==> src/rtl/vault_pkg.sv <==
// Shared definitions for the vault code-lock sequencer: state encoding.
package vault_pkg;

    localparam int STATE_W = 3;

    typedef enum logic [STATE_W-1:0] {
        ST_IDLE    = 3'd0,
        ST_ENTER   = 3'd1,
        ST_PASS    = 3'd2,
        ST_FAIL    = 3'd3,
        ST_LOCKOUT = 3'd4
    } vault_state_e;

endpackage

==> src/rtl/vault_code_mem.sv <==
// Code table: one secret symbol per position.
// Synchronous write, combinational read, cleared to zero on reset.
module vault_code_mem #(
    parameter int SYM_W = 4,
    parameter int DEPTH = 8,
    parameter int AW    = (DEPTH > 1) ? $clog2(DEPTH) : 1
) (
    input  logic             clk,
    input  logic             rst,
    input  logic             we,
    input  logic [AW-1:0]    waddr,
    input  logic [SYM_W-1:0] wdata,
    input  logic [AW-1:0]    raddr,
    output logic [SYM_W-1:0] rdata
);

    logic [SYM_W-1:0] mem [DEPTH];

    always_ff @(posedge clk or posedge rst) begin
        if (rst) begin
            for (int i = 0; i < DEPTH; i++) begin
                mem[i] <= '0;
            end
        end else if (we && (int'(waddr) < DEPTH)) begin
            mem[waddr] <= wdata;
        end
    end

    assign rdata = mem[raddr];

endmodule

==> src/rtl/vault_lock_seq.sv <==
// Code-lock sequencer: checks a symbol sequence against the code table, counts
// failed attempts and locks out. Define VAULT_TIMEOUT_EN for the inter-symbol timeout.
module vault_lock_seq
    import vault_pkg::*;
#(
    parameter int SYM_W       = 4,
    parameter int DEPTH       = 8,
    parameter int MAX_TRIES   = 3,
    parameter int LOCK_CYC    = 16,
    parameter int TIMEOUT_CYC = 32
) (
    input  logic                             clk,
    input  logic                             rst,
    input  logic                             cfg_we,
    input  logic [$clog2(DEPTH)-1:0]         cfg_addr,
    input  logic [SYM_W-1:0]                 cfg_data,
    input  logic                             arm,
    input  logic [$clog2(DEPTH+1)-1:0]       len_in,
    input  logic                             sym_valid,
    input  logic [SYM_W-1:0]                 sym_in,
    output logic                             busy,
    output logic [$clog2(DEPTH+1)-1:0]       progress,
    output logic                             done,
    output logic                             fail,
    output logic                             locked,
    output logic [$clog2(MAX_TRIES+1)-1:0]   tries_left
);

    localparam int AW = $clog2(DEPTH);
    localparam int PW = $clog2(DEPTH+1);
    localparam int TW = $clog2(MAX_TRIES+1);
    localparam int LW = $clog2(LOCK_CYC+1);

    vault_state_e   state, state_nx;
    logic [PW-1:0]  progress_nx;
    logic [PW-1:0]  len_q, len_nx;
    logic [TW-1:0]  tries_nx;
    logic [LW-1:0]  lock_cnt, lock_nx;
    logic [SYM_W-1:0] code_sym;

`ifdef VAULT_TIMEOUT_EN
    localparam int TMW = $clog2(TIMEOUT_CYC+1);
    logic [TMW-1:0] tmo_cnt, tmo_nx;
`endif

    // Writes only land while idle, so an attempt in flight sees a stable table.
    vault_code_mem #(
        .SYM_W (SYM_W),
        .DEPTH (DEPTH),
        .AW    (AW)
    ) u_code_mem (
        .clk   (clk),
        .rst   (rst),
        .we    (cfg_we && (state == ST_IDLE)),
        .waddr (cfg_addr),
        .wdata (cfg_data),
        .raddr (progress[AW-1:0]),
        .rdata (code_sym)
    );

    always_ff @(posedge clk or posedge rst) begin
        if (rst) begin
            state      <= ST_IDLE;
            progress   <= '0;
            len_q      <= '0;
            tries_left <= TW'(MAX_TRIES);
            lock_cnt   <= '0;
`ifdef VAULT_TIMEOUT_EN
            tmo_cnt    <= '0;
`endif
        end else begin
            state      <= state_nx;
            progress   <= progress_nx;
            len_q      <= len_nx;
            tries_left <= tries_nx;
            lock_cnt   <= lock_nx;
`ifdef VAULT_TIMEOUT_EN
            tmo_cnt    <= tmo_nx;
`endif
        end
    end

    // tries_left is updated on entry to PASS/FAIL, so it is already current
    // during the single done/fail cycle.
    always_comb begin
        state_nx    = state;
        progress_nx = progress;
        len_nx      = len_q;
        tries_nx    = tries_left;
        lock_nx     = lock_cnt;
`ifdef VAULT_TIMEOUT_EN
        tmo_nx      = tmo_cnt;
`endif
        unique case (state)
            ST_IDLE: begin
                if (arm) begin
                    if ((len_in == '0) || (len_in > PW'(DEPTH))) begin
                        state_nx = ST_FAIL;
                        tries_nx = tries_left - TW'(1);
                    end else begin
                        state_nx    = ST_ENTER;
                        progress_nx = '0;
                        len_nx      = len_in;
`ifdef VAULT_TIMEOUT_EN
                        tmo_nx      = '0;
`endif
                    end
                end
            end
            ST_ENTER: begin
                if (sym_valid) begin
                    if (sym_in != code_sym) begin
                        state_nx = ST_FAIL;
                        tries_nx = tries_left - TW'(1);
                    end else if ((progress + PW'(1)) == len_q) begin
                        state_nx = ST_PASS;
                        tries_nx = TW'(MAX_TRIES);
                    end else begin
                        progress_nx = progress + PW'(1);
`ifdef VAULT_TIMEOUT_EN
                        tmo_nx      = '0;
`endif
                    end
                end
`ifdef VAULT_TIMEOUT_EN
                else if (tmo_cnt == TMW'(TIMEOUT_CYC - 1)) begin
                    state_nx = ST_FAIL;
                    tries_nx = tries_left - TW'(1);
                end else begin
                    tmo_nx = tmo_cnt + TMW'(1);
                end
`endif
            end
            ST_PASS: begin
                state_nx = ST_IDLE;
            end
            ST_FAIL: begin
                if (tries_left == '0) begin
                    state_nx = ST_LOCKOUT;
                    lock_nx  = '0;
                end else begin
                    state_nx = ST_IDLE;
                end
            end
            ST_LOCKOUT: begin
                if (lock_cnt == LW'(LOCK_CYC - 1)) begin
                    state_nx = ST_IDLE;
                    tries_nx = TW'(MAX_TRIES);
                end else begin
                    lock_nx = lock_cnt + LW'(1);
                end
            end
            default: begin
                state_nx = ST_IDLE;
            end
        endcase
    end

    assign busy   = (state != ST_IDLE);
    assign done   = (state == ST_PASS);
    assign fail   = (state == ST_FAIL);
    assign locked = (state == ST_LOCKOUT);

endmodule

==> config.mk <==
export PLATFORM = sky130hd
export DESIGN_NAME = vault_lock_seq
export DESIGN_NICKNAME = d
export VERILOG_FILES = /design/src/rtl/vault_pkg.sv /design/src/rtl/vault_code_mem.sv /design/src/rtl/vault_lock_seq.sv
export SDC_FILE = /design/constraint.sdc
export NUM_CORES = 1
export LEC_CHECK = 0
export CAP_MARGIN = 30
export CORE_MARGIN = 2
export CORE_UTILIZATION = 56
export CTS_CLUSTER_DIAMETER = 150
export DETAILED_ROUTE_END_ITERATION = 8
export PLACE_DENSITY = 0.76
export SYNTH_ARGS = -nofsm -noshare
export SYNTH_HDL_FRONTEND = slang
export SYNTH_SLANG_ARGS = --single-unit
==> constraint.sdc <==
create_clock -name clk -period 2.7 [get_ports clk]
set_input_delay 0.54 -clock clk [delete_from_list [all_inputs] [get_ports clk]]
set_output_delay 0.54 -clock clk [all_outputs]
set_load 0.02 [all_outputs]
# Word-level counts from Yosys, hierarchy flattened
# Index checks and enable logic that the tools add are counted.
# totals
out_inout_bits	10
input_bits	20
wordCells	85
ff_bits	50
# classes
reduce_logical	15
bitwise_logic	3
n_mux	30
eq_ne	17
addsub	3
order_cmp	4
# op_table
cell	count
bitwise mux 32 bit	1
2-to-1 mux 4 bit	8
2-to-1 mux 3 bit	6
2-to-1 mux 2 bit	7
binary-select mux 4 bit (select 3 bit)	1
demux 4 bit (select 3 bit)	1
inequality test 2 bit (second input constant)	6
one-hot mux 3 bit (4 select lines)	1
AND reduction 6 bit	2
2-to-1 mux 5 bit	2
one-hot mux 5 bit (2 select lines)	1
>= comparator 4 bit (second input constant)	2
inverter 3 -> 4 bit	2
one-hot mux 4 bit (2 select lines)	1
equality test 3 x 2 -> 1 bit (second input constant)	2
inequality test 2 x 1 -> 1 bit (second input constant)	3
one-hot mux 2 bit (3 select lines)	1
AND reduction 3 bit	2
nonzero test 3 bit	2
adder 5 x 1 -> 5 bit (second input constant)	1
equality test 5 x 4 -> 1 bit (second input constant)	1
adder 4 x 1 -> 4 bit (second input constant)	1
equality test 4 bit	1
> comparator 4 bit (second input constant)	1
14 further kinds	16

# Depth between registers and ports, before layout
# logic_depth
depth_word	8
depth_mapped	9
mapped_depth_nobuf	8

# Cells and area by module
# A second synthesis with hierarchy kept.
# hier_totals
hier_cells	193
hier_area_um2	2637.5
# by_module_without_submodules
module	instances	area_each_um2	seq_area_each_um2	cells_each
vault_code_mem	1	1536.5	800.8	87
vault_lock_seq	1	1101.1	452.9	106

# Worst setup path after synthesis
# No wires, ideal clock.
# synth_path
kind	register -> register
startpoint	register progress[1]
endpoint	register progress[3]
t_required_ns	2.578
path_slack_ns	0.184
arrival_ns	2.395
path_stages_with_launch	10
setup_ns	0.122
cell_sequence	dfrtp_1 -> buf_6 -> buf_12 -> mux2i_1 -> mux4_1 -> xor2_1 -> nand4_2 -> nor3b_4 -> o21ai_0 -> a32o_1
# synth_via
elab_chain_len	7
# synth_rtl
item	line_no	text
start: declaration	vault_lock_seq.sv:22	output logic [$clog2(DEPTH+1)-1:0] progress,
start signal: assignment	vault_lock_seq.sv:73	progress <= progress_nx;
inverter 3 -> 4 bit (implied by the code)	vault_code_mem.sv:29	assign rdata = mem[raddr];
binary-select mux 4 bit (select 3 bit)	vault_code_mem.sv:29	
2-to-1 mux 4 bit (implied by the code) (2 in a row)	vault_code_mem.sv:29	
inequality test 4 bit	vault_lock_seq.sv:112	if (sym_in != code_sym) begin
inequality test 2 bit (no line)	-	
AND reduction 6 bit (no line)	-	
# Several ways; a longest one is shown, not always the timed one. The select of a mux whose other input is x is not followed.
# A chain may end at the register's enable or synchronous reset.

# Worst setup path in the final report
# layout_path
startpoint	register progress[1]
endpoint	register tries_left[1]
# layout_via
elab_chain_len	8
# layout_rtl
item	line_no	text
inverter 3 -> 4 bit (implied by the code)	vault_code_mem.sv:29	
binary-select mux 4 bit (select 3 bit)	vault_code_mem.sv:29	
2-to-1 mux 4 bit (implied by the code) (2 in a row)	vault_code_mem.sv:29	
inequality test 4 bit	vault_lock_seq.sv:112	
2-to-1 mux 2 bit	vault_lock_seq.sv:112	
2-to-1 mux 2 bit	vault_lock_seq.sv:111	if (sym_valid) begin
one-hot mux 2 bit (3 select lines)	vault_lock_seq.sv:94	unique case (state)
end signal: assignment	vault_lock_seq.sv:66	tries_left <= TW'(MAX_TRIES);
end signal: assignment	vault_lock_seq.sv:75	tries_left <= tries_nx;
end: declaration	vault_lock_seq.sv:26	output logic [$clog2(MAX_TRIES+1)-1:0] tries_left
# Several ways; a longest one is shown, not always the timed one. The select of a mux whose other input is x is not followed.

==> summary.txt <==
======================================================================================
Result of the run ....................................................... finished, final reports clean
Count of maximum capacitance violations .................................            0
Crit path buffers/inverters .............................................            3
Pwr per Cell Area ....................................................... 1040 nW/um^2
Number of hold violations in the final report ...........................            0
Crit-path cells ......................................................... clkbuf_4 > buf_4 > ha_1 > xor2_1 > xnor2_1 > o2111ai_2 > nor3b_4 > buf_4 > or3_4 > a22oi_2
Crit Path Class ......................................................... flip-flop to flip-flop
Antenna violations before repair ........................................            0
Height of the die .......................................................      72.4 um
Post-Synthesis Mean Instance Area .......................................   12.7 sq um
Highest clock frequency the design can meet .............................      382 MHz
Hold Crit Endpoint ...................................................... u_code_mem.mem[27]$_DFFE_PP0P_
Total Die Area ..........................................................   5230 sq um
Number of buffers inserted during clock tree synthesis ..................            5
Vias in the first global route ..........................................         1876
Post-route total power ..................................................      3.25 mW
Most used DFF post-synth ................................................ sky130_fd_sc_hd__dfrtp_1
Fraction of final layout cells with drive strength greater than 1 .......        28.7%
Cell internal pwr .......................................................      2.08 mW
Distinct cell type count after synthesis ................................           41
End of the worst register-to-register path .............................. tries_left[1]$_DFFE_PP1P_
Antenna diodes ..........................................................            0
Gp weighted congestion ..................................................        0.820
Total wire length .......................................................      5110 um
Reg-to-reg critical path startpoint ..................................... progress[1]$_DFFE_PP0P_
Boundary pin count ......................................................           30
Cell row count ..........................................................           24
Synthesized Nets ........................................................          230
Number of vias in the routed layout .....................................         1781
Pin count of the biggest net entering global routing ....................           51
Number of failing setup endpoints in the final timing report ............            0
Part of the power in combinational logic ................................        45.1%
Worst reg-to-reg path cell count ........................................           10
Ys async rst share ......................................................         100%
Worst-path fanout max ...................................................            8
Data arrival time of the critical path ..................................      2840 ps
Average vias per placed instance ........................................         5.88
Syn Std Cell Area .......................................................   2620 sq um
Synthesized flop and latch total ........................................           50
Critical path's top delay family ........................................ simple AND/OR/NAND/NOR gates
Hold-fix buffers at CTS .................................................            0
Setup clock skew after layout ...........................................      10.4 ps
Worst slew margin relative to its limit .................................        55.7%
Number of nets in the layout ............................................          274
Number of flops mapped to enable cells by yosys .........................            0
Final min period ........................................................      2620 ps
Number of DRC markers after the initial detailed-route iteration ........          131
Post-synthesis cell count ...............................................          206
Die W ...................................................................      72.4 um
Routed wirelength normalized by instance count ..........................      16.9 um
Clock tree from TritonCTS ...............................................         done
Hold Path Origin ........................................................ u_code_mem.mem[27]$_DFFE_PP0P_
Sw Ratio ................................................................        35.9%
Initial Utilization .....................................................        59.3%
Total of buffers placed on input and output ports .......................           29
DP HPWL .................................................................      3810 um
Sequential fraction of design power .....................................        40.7%
Post-route core utilization .............................................        70.7%
Crit path launch type ...................................................    flip-flop
Max Transition Viols Final ..............................................            0
Total routing resource utilization after global routing .................        21.8%
Register-to-Register Setup Slack ........................................        80 ps
Clock slew at the register clock pins of the worst setup and hold paths .       100 ps
First-pass iteration count of the detailed router .......................            4
WP data required ........................................................      2920 ps
Static Leakage ..........................................................      1.37 nW
Level count of the clock H-tree .........................................            2
Element type at the critical path end ...................................    flip-flop
Wire length of the first global-routing pass ............................      8780 um
Clock insertion delay at the later pin of the skew report ...............       300 ps
Clock tree buffer depth .................................................            2
Share of the yosys chip area belonging to registers .....................        47.9%
Synth-to-Final Area Change ..............................................        19.3%
Clock group share of total power ........................................        14.2%
Most frequent cell on the critical path ................................. sky130_fd_sc_hd__buf_4
Slowest cell on the critical path ....................................... sky130_fd_sc_hd__dfrtp_4
Clock sinks .............................................................           50
Critical Path Max Stage Delay ...........................................       560 ps
Worst Hold Depth ........................................................            1
Maximum resistive drop on vdd ...........................................   0.000470 V
Count of unresolved DRC violations after routing ........................            0
Post-route fraction of the period consumed by the critical path .........        96.9%
Slew at the pin closest to its max-slew limit ...........................       660 ps
Routed Antenna Nets .....................................................            0
Type of the worst min-delay path ........................................ flip-flop to flip-flop
Switching power summed over all nets ....................................      1.16 mW
Total of warnings raised by yosys .......................................            0
Buffer cell driving the clock tree root ................................. sky130_fd_sc_hd__clkbuf_8
Placeable Area ..........................................................   4410 sq um
Grt total ovfl ..........................................................            0
======================================================================================
through the flow:
step,cell area [sq um],setup TNS [ps],instances,worst slack (ps),hold slack (ps)
6_report,3120,0,303,84.1,512
5_1_grt,3120,-6.94,303,-3.80,525
2_1_floorplan,2620,0,206,184,476
3_3_place_gp,2980,0,292,107,488
4_1_cts,3080,0,300,57.6,513
3_5_place_dp,2980,-2.44,292,-2.44,491
Yosys cell counts (2+ instances only):
cell	n	area share [%]
sky130_fd_sc_hd__nor3b_1	5	1.4
sky130_fd_sc_hd__ha_1	4	1.9
sky130_fd_sc_hd__a32o_1	2	0.77
sky130_fd_sc_hd__mux2i_1	18	6.9
sky130_fd_sc_hd__nor2b_1	3	0.72
sky130_fd_sc_hd__o21ai_0	4	0.77
sky130_fd_sc_hd__buf_6	3	1.3
sky130_fd_sc_hd__dfrtp_1	48	46
sky130_fd_sc_hd__inv_1	7	1.0
sky130_fd_sc_hd__nor3_1	5	0.96
sky130_fd_sc_hd__nor2_1	14	2.0
sky130_fd_sc_hd__and2_1	2	0.48
sky130_fd_sc_hd__dfstp_2	2	2.0
sky130_fd_sc_hd__mux4_1	3	3.0
sky130_fd_sc_hd__nand3b_1	3	0.86
sky130_fd_sc_hd__xnor2_1	3	1.0
sky130_fd_sc_hd__nand3_1	3	0.57
sky130_fd_sc_hd__nand2_1	10	1.4
sky130_fd_sc_hd__mux2_2	36	15
sky130_fd_sc_hd__and3_1	2	0.48
sky130_fd_sc_hd__xor2_1	9	3.0
final cells by class:
type / count / area (sq um)
well taps: 52 / 65.1
repair buffers: 43 / 395
clock inverters: 2 / 16.3
inverters: 7 / 26.3
multi-input cells: 143 / 1280
clock buffers: 6 / 82.6
flip-flops and latches: 50 / 1260
fillers: 295 / 1290
cells in the final DEF, fill, tap and decap left out, types with 4 or more instances in the layout:
cell / synthesis / routed
sky130_fd_sc_hd__dfrtp_1: 48 / 46
sky130_fd_sc_hd__mux2_2: 36 / 36
sky130_fd_sc_hd__clkdlybuf4s50_1: 0 / 29
sky130_fd_sc_hd__mux2i_1: 18 / 18
sky130_fd_sc_hd__nor2_1: 14 / 14
sky130_fd_sc_hd__buf_4: 0 / 13
sky130_fd_sc_hd__nand2_1: 10 / 10
sky130_fd_sc_hd__xor2_1: 9 / 9
sky130_fd_sc_hd__inv_1: 7 / 6
sky130_fd_sc_hd__clkbuf_8: 1 / 6
sky130_fd_sc_hd__nor3_1: 5 / 5
sky130_fd_sc_hd__nor3b_1: 5 / 5
sky130_fd_sc_hd__ha_1: 4 / 4
repair_timing:
action / in CTS / in global routing
setup buffers: 0 / 3
pin swaps: 0 / 3
setup endpoints to repair: 5 / 3
resized for setup: 1 / 5
cell families (layout without fill, tap and decap cells):
group / Yosys count / count (layout) / share of synthesized area [%]
adders and majority gates: 4 / 4 / 1.91
AOI/OAI and AO/OA: 16 / 16 / 4.74
buffers and inverters: 13 / 58 / 3.73
xor gates and xnor gates: 12 / 12 / 4.02
and+or+nand+nor: 53 / 53 / 11.4
DFF: 50 / 50 / 47.9
muxes: 58 / 58 / 26.3
per-layer routing:
metal	part of all wire (%)	vias up	track usage (%)
met3	5.6	9	5.00
met1	43	875	27.0
met5	0	-	0
met4	1.2	0	7.13
li1	-	838	-
met2	50	59	37.7
power by group through the flow:
stage	Combinational [mW]	Clock (mW)	Sequential (mW)
6_report	1.46	0.462	1.32
5_1_grt	1.59	0.494	1.37
4_1_cts	1.40	0.473	1.33
3_5_place_dp	1.38	0	1.34
3_3_place_gp	1.33	0	1.32
2_1_floorplan	1.09	0	1.26
how the worst max path moves through the flow:
stage	start	endpoint	slack, ps	cells after the start
2_1_floorplan	progress[1]$_DFFE_PP0P_	progress[3]$_DFFE_PP0P_	180	9
3_3_place_gp	progress[1]$_DFFE_PP0P_	progress[1]$_DFFE_PP0P_	110	7
3_5_place_dp	progress[1]$_DFFE_PP0P_	progress[3]$_DFFE_PP0P_	-2	7
4_1_cts	progress[0]$_DFFE_PP0P_	progress[3]$_DFFE_PP0P_	60	7
5_1_grt	progress[1]$_DFFE_PP0P_	progress[1]$_DFFE_PP0P_	-4	8
6_report	progress[1]$_DFFE_PP0P_	tries_left[1]$_DFFE_PP1P_	80	10
sequential cells by signal, indices dropped and copies added, names as in the netlist:
register,cells
state,3
lock_cnt,5
progress,4
u_code_mem.mem,32
len_q,4
tries_left,2
No activity file was read; power rests on OpenSTA's default activity.
